File: src/rtl/uart_cmd_assembler_if.sv
// rtl/uart_cmd_assembler_if.sv - byte-in / command-out handshake bundle for the UART command assembler
// The slave side is the assembler; the master side is the receiver plus command processor.
interface uart_cmd_assembler_if #(
  parameter int NUM_BYTES = 3
);
  logic                   rdy;
  logic [7:0]             rx_data;
  logic                   clr_rdy;
  logic [8*NUM_BYTES-1:0] cmd;
  logic                   cmd_rdy;
  logic                   clr_cmd_rdy;
  logic                   ovr_err;
  logic                   to_err;
  logic                   clr_err;

  modport slave (
    input  rdy, rx_data, clr_cmd_rdy, clr_err,
    output clr_rdy, cmd, cmd_rdy, ovr_err, to_err
  );

  modport master (
    output rdy, rx_data, clr_cmd_rdy, clr_err,
    input  clr_rdy, cmd, cmd_rdy, ovr_err, to_err
  );
endinterface

File: src/rtl/uart_cmd_assembler.sv
// rtl/uart_cmd_assembler.sv - packs NUM_BYTES UART bytes (MSB first) into one command word
// Partial commands are dropped after TIMEOUT_CYC idle cycles; overrun and timeout are flagged sticky.
module uart_cmd_assembler #(
  parameter int NUM_BYTES   = 3,
  parameter int TIMEOUT_CYC = 2048
) (
  input logic                  clk,
  input logic                  rst_n,
  uart_cmd_assembler_if.slave  bus
);
  localparam int              W       = 8 * NUM_BYTES;
  localparam logic [2:0]      NB      = 3'(NUM_BYTES);
  localparam logic [15:0]     TO_LAST = 16'(TIMEOUT_CYC - 1);

  typedef enum logic [0:0] {IDLE, COLLECT} state_t;

  state_t         state_q, state_d;
  logic [W-1:0]   asm_q, asm_d;
  logic [W-1:0]   cmd_q, cmd_d;
  logic [2:0]     cnt_q, cnt_d;
  logic [15:0]    timer_q, timer_d;
  logic           clr_rdy_q, clr_rdy_d;
  logic           cmd_rdy_q, cmd_rdy_d;
  logic           ovr_q, ovr_d;
  logic           to_q, to_d;
  logic           accept;
  logic [W-1:0]   shifted;

  // rdy stays high one cycle into our clr_rdy pulse; the qualifier stops a second capture
  assign accept  = bus.rdy && !clr_rdy_q;
  assign shifted = (asm_q << 8) | W'(bus.rx_data);

  always_comb begin
    state_d   = state_q;
    asm_d     = asm_q;
    cmd_d     = cmd_q;
    cnt_d     = cnt_q;
    timer_d   = timer_q;
    clr_rdy_d = accept;
    cmd_rdy_d = cmd_rdy_q && !bus.clr_cmd_rdy;
    ovr_d     = ovr_q && !bus.clr_err;
    to_d      = to_q && !bus.clr_err;

    case (state_q)
      IDLE: begin
        if (accept) begin
          if (cmd_rdy_q) begin
            ovr_d = 1'b1;
          end else begin
            asm_d   = W'(bus.rx_data);
            cnt_d   = 3'd1;
            timer_d = 16'd0;
            if (NB == 3'd1) begin
              cmd_d     = W'(bus.rx_data);
              cmd_rdy_d = 1'b1;
              cnt_d     = 3'd0;
            end else begin
              state_d = COLLECT;
            end
          end
        end
      end
      COLLECT: begin
        if (accept) begin
          asm_d   = shifted;
          cnt_d   = cnt_q + 3'd1;
          timer_d = 16'd0;
          if (cnt_q + 3'd1 == NB) begin
            cmd_d     = shifted;
            cmd_rdy_d = 1'b1;
            cnt_d     = 3'd0;
            state_d   = IDLE;
            if (cmd_rdy_q) ovr_d = 1'b1;
          end
        end else if (timer_q == TO_LAST) begin
          asm_d   = '0;
          cnt_d   = 3'd0;
          to_d    = 1'b1;
          state_d = IDLE;
        end else if (timer_q != 16'hFFFF) begin
          timer_d = timer_q + 16'd1;
        end
      end
      default: state_d = IDLE;
    endcase
  end

  always_ff @(posedge clk or negedge rst_n) begin
    if (!rst_n) begin
      state_q   <= IDLE;
      asm_q     <= '0;
      cmd_q     <= '0;
      cnt_q     <= 3'd0;
      timer_q   <= 16'd0;
      clr_rdy_q <= 1'b0;
      cmd_rdy_q <= 1'b0;
      ovr_q     <= 1'b0;
      to_q      <= 1'b0;
    end else begin
      state_q   <= state_d;
      asm_q     <= asm_d;
      cmd_q     <= cmd_d;
      cnt_q     <= cnt_d;
      timer_q   <= timer_d;
      clr_rdy_q <= clr_rdy_d;
      cmd_rdy_q <= cmd_rdy_d;
      ovr_q     <= ovr_d;
      to_q      <= to_d;
    end
  end

  assign bus.clr_rdy = clr_rdy_q;
  assign bus.cmd     = cmd_q;
  assign bus.cmd_rdy = cmd_rdy_q;
  assign bus.ovr_err = ovr_q;
  assign bus.to_err  = to_q;
endmodule

File: src/flat_wrapper.sv
// flat-port wrapper written by rule: the top's interface ports become plain ports
module uart_cmd_assembler_flat 
#(
  parameter int NUM_BYTES   = 3,
  parameter int TIMEOUT_CYC = 2048
)
  (clk, rst_n, bus_rdy, bus_rx_data, bus_clr_cmd_rdy, bus_clr_err, bus_clr_rdy, bus_cmd, bus_cmd_rdy, bus_ovr_err, bus_to_err);
  uart_cmd_assembler_if #(.NUM_BYTES(NUM_BYTES)) bus_i ();
  input logic clk;
  input logic rst_n;
  input wire logic [$bits(bus_i.rdy)-1:0] bus_rdy;
  input wire logic [$bits(bus_i.rx_data)-1:0] bus_rx_data;
  input wire logic [$bits(bus_i.clr_cmd_rdy)-1:0] bus_clr_cmd_rdy;
  input wire logic [$bits(bus_i.clr_err)-1:0] bus_clr_err;
  output wire logic [$bits(bus_i.clr_rdy)-1:0] bus_clr_rdy;
  output wire logic [$bits(bus_i.cmd)-1:0] bus_cmd;
  output wire logic [$bits(bus_i.cmd_rdy)-1:0] bus_cmd_rdy;
  output wire logic [$bits(bus_i.ovr_err)-1:0] bus_ovr_err;
  output wire logic [$bits(bus_i.to_err)-1:0] bus_to_err;
  assign bus_i.rdy = bus_rdy;
  assign bus_i.rx_data = bus_rx_data;
  assign bus_i.clr_cmd_rdy = bus_clr_cmd_rdy;
  assign bus_i.clr_err = bus_clr_err;
  assign bus_clr_rdy = bus_i.clr_rdy;
  assign bus_cmd = bus_i.cmd;
  assign bus_cmd_rdy = bus_i.cmd_rdy;
  assign bus_ovr_err = bus_i.ovr_err;
  assign bus_to_err = bus_i.to_err;
  uart_cmd_assembler #(.NUM_BYTES(NUM_BYTES), .TIMEOUT_CYC(TIMEOUT_CYC)) u_core (.clk(clk), .rst_n(rst_n), .bus(bus_i));
endmodule
File: config.mk
export PLATFORM = sky130hd
export DESIGN_NAME = uart_cmd_assembler_flat
export DESIGN_NICKNAME = d
export VERILOG_FILES = /design/src/rtl/uart_cmd_assembler_if.sv /design/src/rtl/uart_cmd_assembler.sv /design/src/flat_wrapper.sv
export SDC_FILE = /design/constraint.sdc
export NUM_CORES = 1
export LEC_CHECK = 0
export ABC_AREA = 1
export ABC_CLOCK_PERIOD_IN_PS = 1600
export BUFFER_PORTS_ARGS = -buffer_cell sky130_fd_sc_hd__buf_2
export CORE_MARGIN = 8
export CORE_UTILIZATION = 45
export DETAILED_ROUTE_END_ITERATION = 12
export PLACE_DENSITY = 0.67
export SLEW_MARGIN = 20
export SYNTH_ARGS = -nofsm -noshare
export SYNTH_HDL_FRONTEND = slang
export SYNTH_SLANG_ARGS = --single-unit
File: constraint.sdc
create_clock -name clk -period 1.6 [get_ports clk]
set_clock_uncertainty 0.1 [all_clocks]
set_input_delay 0.16 -clock clk [delete_from_list [all_inputs] [get_ports clk]]
set_output_delay 0.16 -clock clk [all_outputs]
set_load 0.02 [all_outputs]
==> results.md, run 1 <==
- RePlAce Congestion: 0.834
- Critical path class: flop to flop
- GRT Residual Overflow: 0
- Area taken by multi-input logic gates: 1490 µm²
- Max Cap Viol: 0
- Final Power: 0.00625 W
- Routed wire per std cell: 14.5 µm
- Deepest clock path buffer count: 2
- Net Sw Power: 0.00237 W
- Final number of setup-violating endpoints: 12
- Synthesized flop and latch total: 64
- FF/Latch Area: 1600 µm²
- Failing checks: negative setup slack
- Max frequency: 613 MHz
- RSZ-0062 raised after global routing: yes
- Post-Syn Area: 3020 µm²
- Sequential area share after synthesis: 53.0%
- RR Startpoint: u_core.timer_q[1]
- R2r setup slk: -30 ps
- Die span in x: 97.9 µm
- GRT Overall Usage: 16.0%
- Worst-case reg-to-reg path depth: 8
- DP Worst Slack: -80.9 ps
- Placed Area: 3420 µm²
- Top post-synthesis cells by area: dfrtp_1, nand2_1, nand3_1, inv_1, nor2_1
- Clock network fraction of total power: 25.3%
- Die Y: 97.9 µm
- Detailed Place HPWL: 4510 µm
- Final Hold Fails: 0
- Yosys warns: 0
- Rel. slew slack: 73.3%
- CTS root buf: clkbuf_8
- CTS tree: done
- Initial antenna violation count: 0
- Dpl cells: 494
- Worst R2R End: u_core.asm_q[2]
- Core Rows: 30
- H-tree depth: 3
- Most frequent cell after synthesis: nand2_1
- I/O pin count: 41
- Fin util: 61.4%
- DRT Pass-1 Iters: 4
- Sequential share of power: 39.3%
- LEAKAGE: 2.14 nW
- Netlist cell types: 27
- Post-synth EDFFs: 0
- Post-route cell area: 4080 µm²
- Initial Util: 45.5%
- Top_reg_cell synth: dfrtp_1
- Synth area leader: dfrtp_1
- Post-route non-filler standard cell count: 533
- Comb power frac: 35.4%
- Layout cells sized above 1: 30.0%
- Pin count of the biggest net entering global routing: 55
- Yosys top cell area share: 53.0%
- Clk Latency, worst-skew pair: 350 ps
- Internal power: 0.00387 W
- Avg Vias per Cell: 5.11
- Synth Area per Inst: 8.26 µm²
- Hold Path Class: primary input to async pin
- Final Slew Violations: 0
- Via count: 2726
- # diodes: 0
- Slew @ Worst Pin: 400 ps
- Pwr Density: 1530 nW/µm²
- Filler instances: 566
- Post-Synthesis Net Count: 382
- Total Wirelength: 7730 µm
- Synth cell count leaders: nand2_1, dfrtp_1, nand3_1
- CTS sink count: 64
- Post-route ant nets: 0
- Crit-path max FO: 7
- CTS clk-pin slew, worst paths: 70 ps
- WP data required: 1740 ps
- Final min period: 1630 ps
- Crit path DAT: 1780 ps
- Detailed-route DRC error count: 0
- Initial DRC count: 183
- Period Utilization, post-route: 102%
- Num CTS Buffers: 9
- Final worst slack: -31.5 ps
- Die area: 9590 µm²
- Vias in the first global route: 2637
- Layout Area Growth over Synthesis: 35.0%
- Switching Fraction: 38.0%
- Status: complete, but fails checks
- Ys async rst share: 100%
- Max VDD drop: 956 µV
- Core Region: 6640 µm²
- First-pass GRT wire length: 12400 µm
- Crit path capture type: flop
- Port bufs: 40
- Nets: 464
- Cells after synthesis: 366
- Startpoint types: flop
## flip-flops by register name (all words and copies together), names as in the netlist
register            cells
u_core.bus.cmd         24
u_core.asm_q           16
u_core.timer_q         16
u_core.cnt_q            3
u_core.bus.clr_rdy      1
u_core.bus.cmd_rdy      1
u_core.bus.ovr_err      1
u_core.bus.to_err       1
u_core.state_q          1
## cell usage in the layout (no fill, tap or decap), drive strengths merged
cell / synthesis / layout
nand4: 2 / 2
ha: 3 / 3
dfrtp: 64 / 64
clkbuf: 5 / 11
inv: 22 / 22
o211ai: 2 / 2
xnor2: 3 / 3
or2: 2 / 2
nand2: 173 / 176
buf: 8 / 66
clkinvlp: 0 / 2
bufinv: 0 / 2
nand3: 31 / 34
xor2: 3 / 3
o21ai: 25 / 25
clkinv: 0 / 2
o21bai: 1 / 1
nor2: 21 / 21
dlygate4sd3: 0 / 11
a31oi: 1 / 1
## area by class of cell
class                      instances  share of cell area, %
clock buffer                      10                   3.37
timing repair buffer              78                   14.1
clock inverter                     6                   2.27
sequential                        64                   39.3
multi-input combinational        273                   36.4
tap                               80                   2.45
inverter                          22                   2.09
## power by group through the flow
| stage | registers, W | clock network, W | logic, W |
|---|---|---|---|
| 6_report | 0.00245 | 0.00158 | 0.00221 |
| 5_1_grt | 0.00252 | 0.00168 | 0.00243 |
| 4_1_cts | 0.00241 | 0.00161 | 0.00204 |
| 3_5_place_dp | 0.00243 | 0 | 0.00185 |
| 3_3_place_gp | 0.00242 | 0 | 0.00182 |
| 2_1_floorplan | 0.00270 | 0 | 0.000935 |
## per-stage QoR
stage | TNS, ps | hold WS [ps]
global placement | 0 | -53.8
CTS | 0 | 139
finish | -141 | 124
floorplan | 0 | -236
global route | -2470 | 148
detailed placement | -1060 | -53.1
## per-layer routing
metal / part of all wire (%) / GRT usage, % / up-vias
li1: - / - / 1327
met1: 45 / 20.3 / 1293
met2: 46 / 24.7 / 91
met3: 6.7 / 3.84 / 15
met4: 2.5 / 8.75 / 0
met5: 0 / 0 / -
## timing repair
| action | 4_1_cts | 5_1_grt |
|---|---|---|
| hold buffers | 11 | 0 |
| resized for setup | 6 | 37 |
| setup buffers | 3 | 2 |
| gates cloned | 3 | 4 |
| endpoints found under the setup margin | 54 | 61 |
| pin swaps | 3 | 13 |
| hold endpoints to repair | 83 | 0 |
## worst max-delay path, stage by stage (launching register included)
cell and delay, ps:
dfrtp_1 410, ha_4 180, nand3_4 80, nor2_4 240, nand2_4 110, nand2_8 150, nand2_4 110, nand2_1 100
o21ai_2 50
## worst max path at each step
stage | from | to | cells after the start
floorplan | u_core.cnt_q[0] | u_core.bus.cmd[10] | 7
global placement | u_core.timer_q[0] | u_core.cnt_q[2] | 8
detailed placement | u_core.timer_q[0] | u_core.asm_q[0] | 8
CTS | u_core.timer_q[0] | u_core.asm_q[9] | 8
global route | u_core.timer_q[0] | u_core.asm_q[6] | 8
finish | u_core.timer_q[1] | u_core.asm_q[2] | 8
## kinds of logic after synthesis
group | Yosys count | share of synthesized area (%)
buffers and inverters | 35 | 5.51
AND/OR/NAND/NOR | 229 | 32.0
AO/OA/AOI/OAI | 29 | 6.46
XOR/XNOR | 6 | 1.74
flip-flops | 64 | 53.0
adder cells (fa/ha/maj) | 3 | 1.24
No activity file was read; power rests on OpenSTA's default activity.
==> run 2: changes to the inputs <==
--- a/config.mk
+++ b/config.mk
@@ -11,7 +11,7 @@
 export CORE_MARGIN = 8
 export CORE_UTILIZATION = 45
 export DETAILED_ROUTE_END_ITERATION = 12
-export PLACE_DENSITY = 0.67
+export PLACE_DENSITY = 0.77
 export SLEW_MARGIN = 20
 export SYNTH_ARGS = -nofsm -noshare
 export SYNTH_HDL_FRONTEND = slang
==> results.md, run 2 (same netlist as run 1, synthesis figures left out) <==
- Status: complete, but fails checks
- Failing checks: negative setup slack
- Bufs and invs on worst path: 0 (unchanged)
- Via count: 3057 (+12%)
- WP data required: 1740 ps (about the same)
- First-pass GRT wire length: 13700 µm (+10%)
- Port bufs: 40 (unchanged)
- Core Region: 6640 µm² (unchanged)
- Top delay family on crit path: simple AND/OR/NAND/NOR gates
- Initial antenna violation count: 0 (unchanged)
- Pin count of the biggest net entering global routing: 47 (-15%)
- CTS root buf: clkbuf_8
- Net Sw Power: 0.00291 W (+23%)
- Slew @ Worst Pin: 486 ps (+86.1 ps)
- GRT Overall Usage: 17.8% (+1.8 points)
- Commonest non-fill, non-tap cell in the layout: nand2_1
- Avg Vias per Cell: 5.70 (+12%)
- Post-route non-filler standard cell count: 536 (+0.56%)
- Comb power frac: 38.1% (+2.7 points)
- Dpl cells: 489 (-1.0%)
- Final Slew Violations: 0 (unchanged)
- Nets: 467 (+0.65%)
- Die area: 9590 µm² (unchanged)
- Initial DRC count: 365 (+99%)
- Critical path class: flop to flop
- Setup TNS: -3450 ps (-3310 ps)
- Vias in the first global route: 2834 (+7.5%)
- RePlAce Congestion: 0.874 (+4.8%)
- Post-route ant nets: 0 (unchanged)
- Max frequency: 580 MHz (-5.4%)
- Switching Fraction: 40.8% (+2.9 points)
- Critical Path Most Common Cell: nand2_8
- Internal power: 0.00422 W (+8.9%)
- RSZ-0062 raised after global routing: yes
- WHS: 193 ps (+69.3 ps)
- Layout cells sized above 1: 40.6% (+11 points)
- Critical path's largest stage delay: 420 ps (about the same)
- Max Cap Viol: 0 (unchanged)
- Crit path DAT: 1870 ps (+90 ps)
- Total Wirelength: 10300 µm (+33%)
- Period Utilization, post-route: 108% (+5.8 points)
- Final Hold Fails: 0 (unchanged)
- Hold Path Class: primary input to async pin
- Deepest clock path buffer count: 2 (unchanged)
- Final Power: 0.00713 W (+14%)
- Crit-path max FO: 7 (unchanged)
- Detailed Place HPWL: 4580 µm (+1.6%)
- CTS tree: done
- Pwr Density: 1610 nW/µm² (+5.3%)
- Most frequent cells in the layout: nand2_1, dfrtp_1, buf_2, nand2_2, nand3_1
- Final worst slack: -125 ps (-93.6 ps)
- Die span in x: 97.9 µm (unchanged)
- Max VDD drop: 772 µV (-19%)
- CTS sink count: 64 (unchanged)
- GRT Residual Overflow: 0 (unchanged)
- Layout Area Growth over Synthesis: 46.4%
- I/O pin count: 41 (unchanged)
- Die Y: 97.9 µm (unchanged)
- Final number of setup-violating endpoints: 58 (+46)
- Post-route cell area: 4420 µm² (+8.4%)
- # diodes: 0 (unchanged)
- Sequential share of power: 36.7% (-2.6 points)
- Routed wire per std cell: 19.2 µm (+32%)
- Initial Util: 45.5% (unchanged)
- Detailed-route DRC error count: 0 (unchanged)
- Core Rows: 30 (unchanged)
- H-tree depth: 3 (unchanged)
- CTS clk-pin slew, worst paths: 80 ps (about the same)
- Largest register FFs: 24 (unchanged)
- Rel. slew slack: 67.6% (-5.7 points)
- Clock network fraction of total power: 25.2% (about the same)
- Slowest stage cell, crit path: dfrtp_1
- Worst path cell trace: ha_4 > nand3_4 > nor2_4 > nand2_4 > nand2_8 > nand2_8 > nand2_2 > o21ai_1
- Final min period: 1730 ps (+93.6 ps)
- LEAKAGE: 2.38 nW (+11%)
- DRT Pass-1 Iters: 5 (+1)
- Placed Area: 3400 µm² (-0.73%)
- Num CTS Buffers: 9 (unchanged)
- Crit path capture type: flop
- Clk Latency, worst-skew pair: 360 ps (about the same)
- Startpoint types: flop
==> run 2: changes by cell type in the layout (fill, tap and decap cells not counted), sizes merged <==
cell	previous run	this run
clkbuf	11	14
bufinv	2	3
inv	22	23
clkinv	2	1
clkinvlp	2	1
==> run 2: final cells by class <==
type	instances	area, µm²
flip-flops and latches	64	1600
inverters	22	87.6
well taps	80	100
repair buffers	81	651
clock inverters	6	115
multi-input cells	273	1730
fillers	455	2220
clock buffers	10	138
==> run 2: path summary, 6_finish.rpt <==
| kind | startpoint | endpoint | slack [ps] | cells after the start |
|---|---|---|---|---|
| worst max register to register | u_core.timer_q[1] | u_core.cnt_q[0] | -130 | 8 |
| max in group asynchronous | rst_n | u_core.timer_q[3] | 600 | 3 |
| min in group clk | bus_rdy | u_core.cnt_q[2] | 240 | 5 |
| worst max-delay path | u_core.timer_q[1] | u_core.cnt_q[0] | -130 | 8 |
| worst min register to register | u_core.bus.cmd[16] | u_core.bus.cmd[16] | 380 | 2 |
| worst min-delay path | rst_n | u_core.timer_q[15] | 190 | 2 |
==> run 2: what timing repair did <==
action | 4_1_cts | 5_1_grt
setup endpoints to repair | 62 | 61
resized for setup | 22 | 91
endpoints found under the hold margin | 37 | 0
buffers inserted | 4 | 4
hold buffers | 11 | 0
pin swaps | 8 | 31
cloned | 6 | 6
==> run 2: power groups by stage <==
| stage | Clock [W] | Sequential (W) | Combinational, W |
|---|---|---|---|
| detailed placement | 0 | 0.00245 | 0.00184 |
| finish | 0.00180 | 0.00262 | 0.00271 |
| floorplan | 0 | 0.00270 | 0.000935 |
| CTS | 0.00179 | 0.00246 | 0.00212 |
| global route | 0.00188 | 0.00267 | 0.00288 |
| global placement | 0 | 0.00243 | 0.00176 |
==> run 2: worst register-to-register path: stages (launching register included) <==
cell	delay, ps
dfrtp_1	420
ha_4	190
nand3_4	90
nor2_4	260
nand2_4	110
nand2_8	150
nand2_8	130
nand2_2	100
o21ai_1	60
==> run 2: layer usage <==
metal | vias up | share of wire [%] | track usage, %
met2 | 167 | 48 | 28.4
met3 | 46 | 7.8 | 4.84
met4 | 0 | 4.4 | 11.0
met1 | 1512 | 40 | 20.9
met5 | - | 0 | 0
li1 | 1332 | - | -
==> run 2: stage by stage <==
stage / utilization (%) / setup slack, ps
finish: 66.6 / -125
global route: 66.6 / -215
CTS: 59.7 / -22.9
detailed placement: 51.1 / -77.3
global placement: 51.1 / 16.5
floorplan: - / 43.8
==> run 3: changes to the inputs <==
--- a/config.mk
+++ b/config.mk
@@ -8,10 +8,10 @@
 export ABC_AREA = 1
 export ABC_CLOCK_PERIOD_IN_PS = 1600
 export BUFFER_PORTS_ARGS = -buffer_cell sky130_fd_sc_hd__buf_2
-export CORE_MARGIN = 8
+export CORE_MARGIN = 4
 export CORE_UTILIZATION = 45
 export DETAILED_ROUTE_END_ITERATION = 12
-export PLACE_DENSITY = 0.77
+export PLACE_DENSITY_LB_ADDON = 0.05
 export SLEW_MARGIN = 20
 export SYNTH_ARGS = -nofsm -noshare
 export SYNTH_HDL_FRONTEND = slang
==> constraint.sdc (replaced) <==
create_clock -name clk -period 1.6 [get_ports clk]
set_clock_uncertainty 0.1 [all_clocks]
set_input_delay 0.32 -clock clk [delete_from_list [all_inputs] [get_ports clk]]
set_output_delay 0.32 -clock clk [all_outputs]
set_load 0.02 [all_outputs]
==> results.md, run 3 (same netlist as run 1, synthesis figures left out) <==
- Detailed Place HPWL: 4390 µm (-4.1%)
- Most frequent cells in the layout: nand2_1, dfrtp_1, buf_2, nand3_1, buf_4
- Rel. slew slack: 77.5% (+9.9 points)
- Setup TNS: -6.22 ps (+3450 ps)
- H-tree depth: 3 (unchanged)
- Post-route ant nets: 0 (unchanged)
- Fin util: 61.1% (-5.5 points)
- Total Wirelength: 7130 µm (-31%)
- Initial DRC count: 124 (-66%)
- Final Hold Fails: 0 (unchanged)
- GRT Overall Usage: 18.2% (+0.38 points)
- Final worst slack: -6.22 ps (+119 ps)
- Commonest non-fill, non-tap cell in the layout: nand2_1
- Worst path cell trace: ha_4 > nand3_4 > nor2_4 > nand2_4 > nand2_8 > nand2_8 > nand2_1 > o21ai_1
- Period Utilization, post-route: 100% (-7.4 points)
- Max frequency: 623 MHz (+7.4%)
- Deepest clock path buffer count: 2 (unchanged)
- Status: complete, but fails checks
- Crit-path max FO: 7 (unchanged)
- Max Cap Viol: 0 (unchanged)
- Final Slew Violations: 0 (unchanged)
- # diodes: 0 (unchanged)
- Clk Latency, worst-skew pair: 350 ps (about the same)
- Critical path class: flop to flop
- Slew @ Worst Pin: 337 ps (-149 ps)
- Die Y: 89.9 µm (-8.2%)
- Critical Path Most Common Cell: nand2_8
- Internal power: 0.00370 W (-12%)
- Final number of setup-violating endpoints: 1 (-98%)
- Vias in the first global route: 2394 (-16%)
- Switching Fraction: 39.0% (-1.8 points)
- Top delay family on crit path: simple AND/OR/NAND/NOR gates
- Detailed-route DRC error count: 0 (unchanged)
- Post-route non-filler standard cell count: 520 (-3.0%)
- Layout cells sized above 1: 29.8% (-11 points)
- Initial Util: 47.0% (+1.6 points)
- Core Rows: 29 (-3.3%)
- RePlAce Congestion: 0.836 (-4.3%)
- Slowest stage cell, crit path: dfrtp_1
- Pin count of the biggest net entering global routing: 65 (+38%)
- DRT Pass-1 Iters: 5 (unchanged)
- Core Region: 6420 µm² (-3.3%)
- LEAKAGE: 2.09 nW (-12%)
- Startpoint types: flop
- Clock network fraction of total power: 24.0% (-1.2 points)
- Hold Path Class: primary input to flop
- First-pass GRT wire length: 11900 µm (-13%)
- CTS clk-pin slew, worst paths: 80 ps (about the same)
- GRT Residual Overflow: 0 (unchanged)
- CTS root buf: clkbuf_8
- Max VDD drop: 878 µV (+14%)
- Crit path capture type: flop
- Via count: 2567 (-16%)
- Comb power frac: 35.4% (-2.7 points)
- Largest register FFs: 24 (unchanged)
- Failing checks: negative setup slack
- Initial antenna violation count: 0 (unchanged)
- RSZ-0062 raised after global routing: yes
- CTS tree: done
- Die area: 8090 µm² (-16%)
- Final min period: 1610 ps (-119 ps)
- I/O pin count: 41 (unchanged)
- Num CTS Buffers: 9 (unchanged)
- CTS sink count: 64 (unchanged)
- WP data required: 1730 ps (about the same)
- Final Power: 0.00607 W (-15%)
- Bufs and invs on worst path: 0 (unchanged)
- Port bufs: 40 (unchanged)
- Dpl cells: 494 (+1.0%)
- Pwr Density: 1550 nW/µm² (-4.1%)
- Nets: 454 (-2.8%)
- Layout Area Growth over Synthesis: 29.9%
- Net Sw Power: 0.00237 W (-19%)
- Routed wire per std cell: 13.7 µm (-29%)
- WHS: 54.1 ps (-139 ps)
- Crit path DAT: 1730 ps (-140 ps)
- Avg Vias per Cell: 4.94 (-13%)
- Critical path's largest stage delay: 400 ps (-20 ps)
- Die span in x: 89.9 µm (-8.2%)
- Sequential share of power: 40.6% (+3.9 points)
-- run 3: cell types whose count changed in the layout (fill, tap and decap cells not counted), moves of 2 or more --
cell and delta:
buf_4 +2, o21ai_2 -3, bufinv_16 -2, nand2_4 -16
nand2_2 -26, nor2_1 +2, dlygate4sd3_1 -10, clkbuf_16 -4
nand2_1 +43, nor2_2 -2, o21ai_0 +2
-- run 3: through the flow --
step,area (µm²),setup slack (ps)
global route,3930,-74.5
detailed placement,3440,-47.5
floorplan,3020,43.8
global placement,3440,-20.2
finish,3930,-6.22
CTS,3690,1.82
-- run 3: timing repair --
item	CTS	global route
pin swaps	1	15
gates resized for setup	3	37
buffers inserted	0	3
hold endpoints to repair	64	0
setup endpoints to repair	34	53
hold buffers	1	0
cloned	1	5
-- run 3: layout make-up --
class                   instances  area (µm²)
flip-flops and latches         64        1600
well taps                      77        96.3
multi-input cells             273        1490
clock inverters                 6        67.6
fillers                       588        2500
repair buffers                 68         454
inverters                      22        82.6
clock buffers                  10         138
-- run 3: final timing paths --
kind                                    startpoint                  to  slack [ps]  cells past startpoint
worst max register to register   u_core.timer_q[1]     u_core.cnt_q[2]          -6                      8
worst min-delay path               bus_clr_cmd_rdy  u_core.bus.cmd_rdy          50                      2
worst min register to register  u_core.bus.cmd[22]  u_core.bus.cmd[22]         370                      2
max in group asynchronous                    rst_n   u_core.bus.cmd[3]         710                      3
min in group asynchronous                    rst_n  u_core.timer_q[14]         420                      3
worst max-delay path             u_core.timer_q[1]     u_core.cnt_q[2]          -6                      8
-- run 3: per-layer routing --
| metal | GRT usage [%] | up-vias | routed length, µm |
|---|---|---|---|
| met2 | 23.1 | 55 | 2940 |
| met3 | 4.92 | 11 | 307 |
| met4 | 7.78 | 0 | 143 |
| met5 | 0 | - | 0 |
| li1 | - | 1305 | - |
| met1 | 28.6 | 1196 | 3740 |
-- run 3: power by group through the flow --
| stage | Clock (W) | Combinational [W] | Sequential [W] |
|---|---|---|---|
| after floorplan | 0 | 0.000935 | 0.00270 |
| after global routing | 0.00155 | 0.00237 | 0.00253 |
| final | 0.00146 | 0.00215 | 0.00246 |
| after CTS | 0.00148 | 0.00192 | 0.00242 |
| after global placement | 0 | 0.00183 | 0.00243 |
| after detailed placement | 0 | 0.00186 | 0.00244 |
-- run 3: worst reg2reg max path, stage by stage, from the launching register on --
cell and delay [ps]:
dfrtp_1 400, ha_4 170, nand3_4 90, nor2_4 240, nand2_4 100, nand2_8 140, nand2_8 110, nand2_1 70
o21ai_1 50
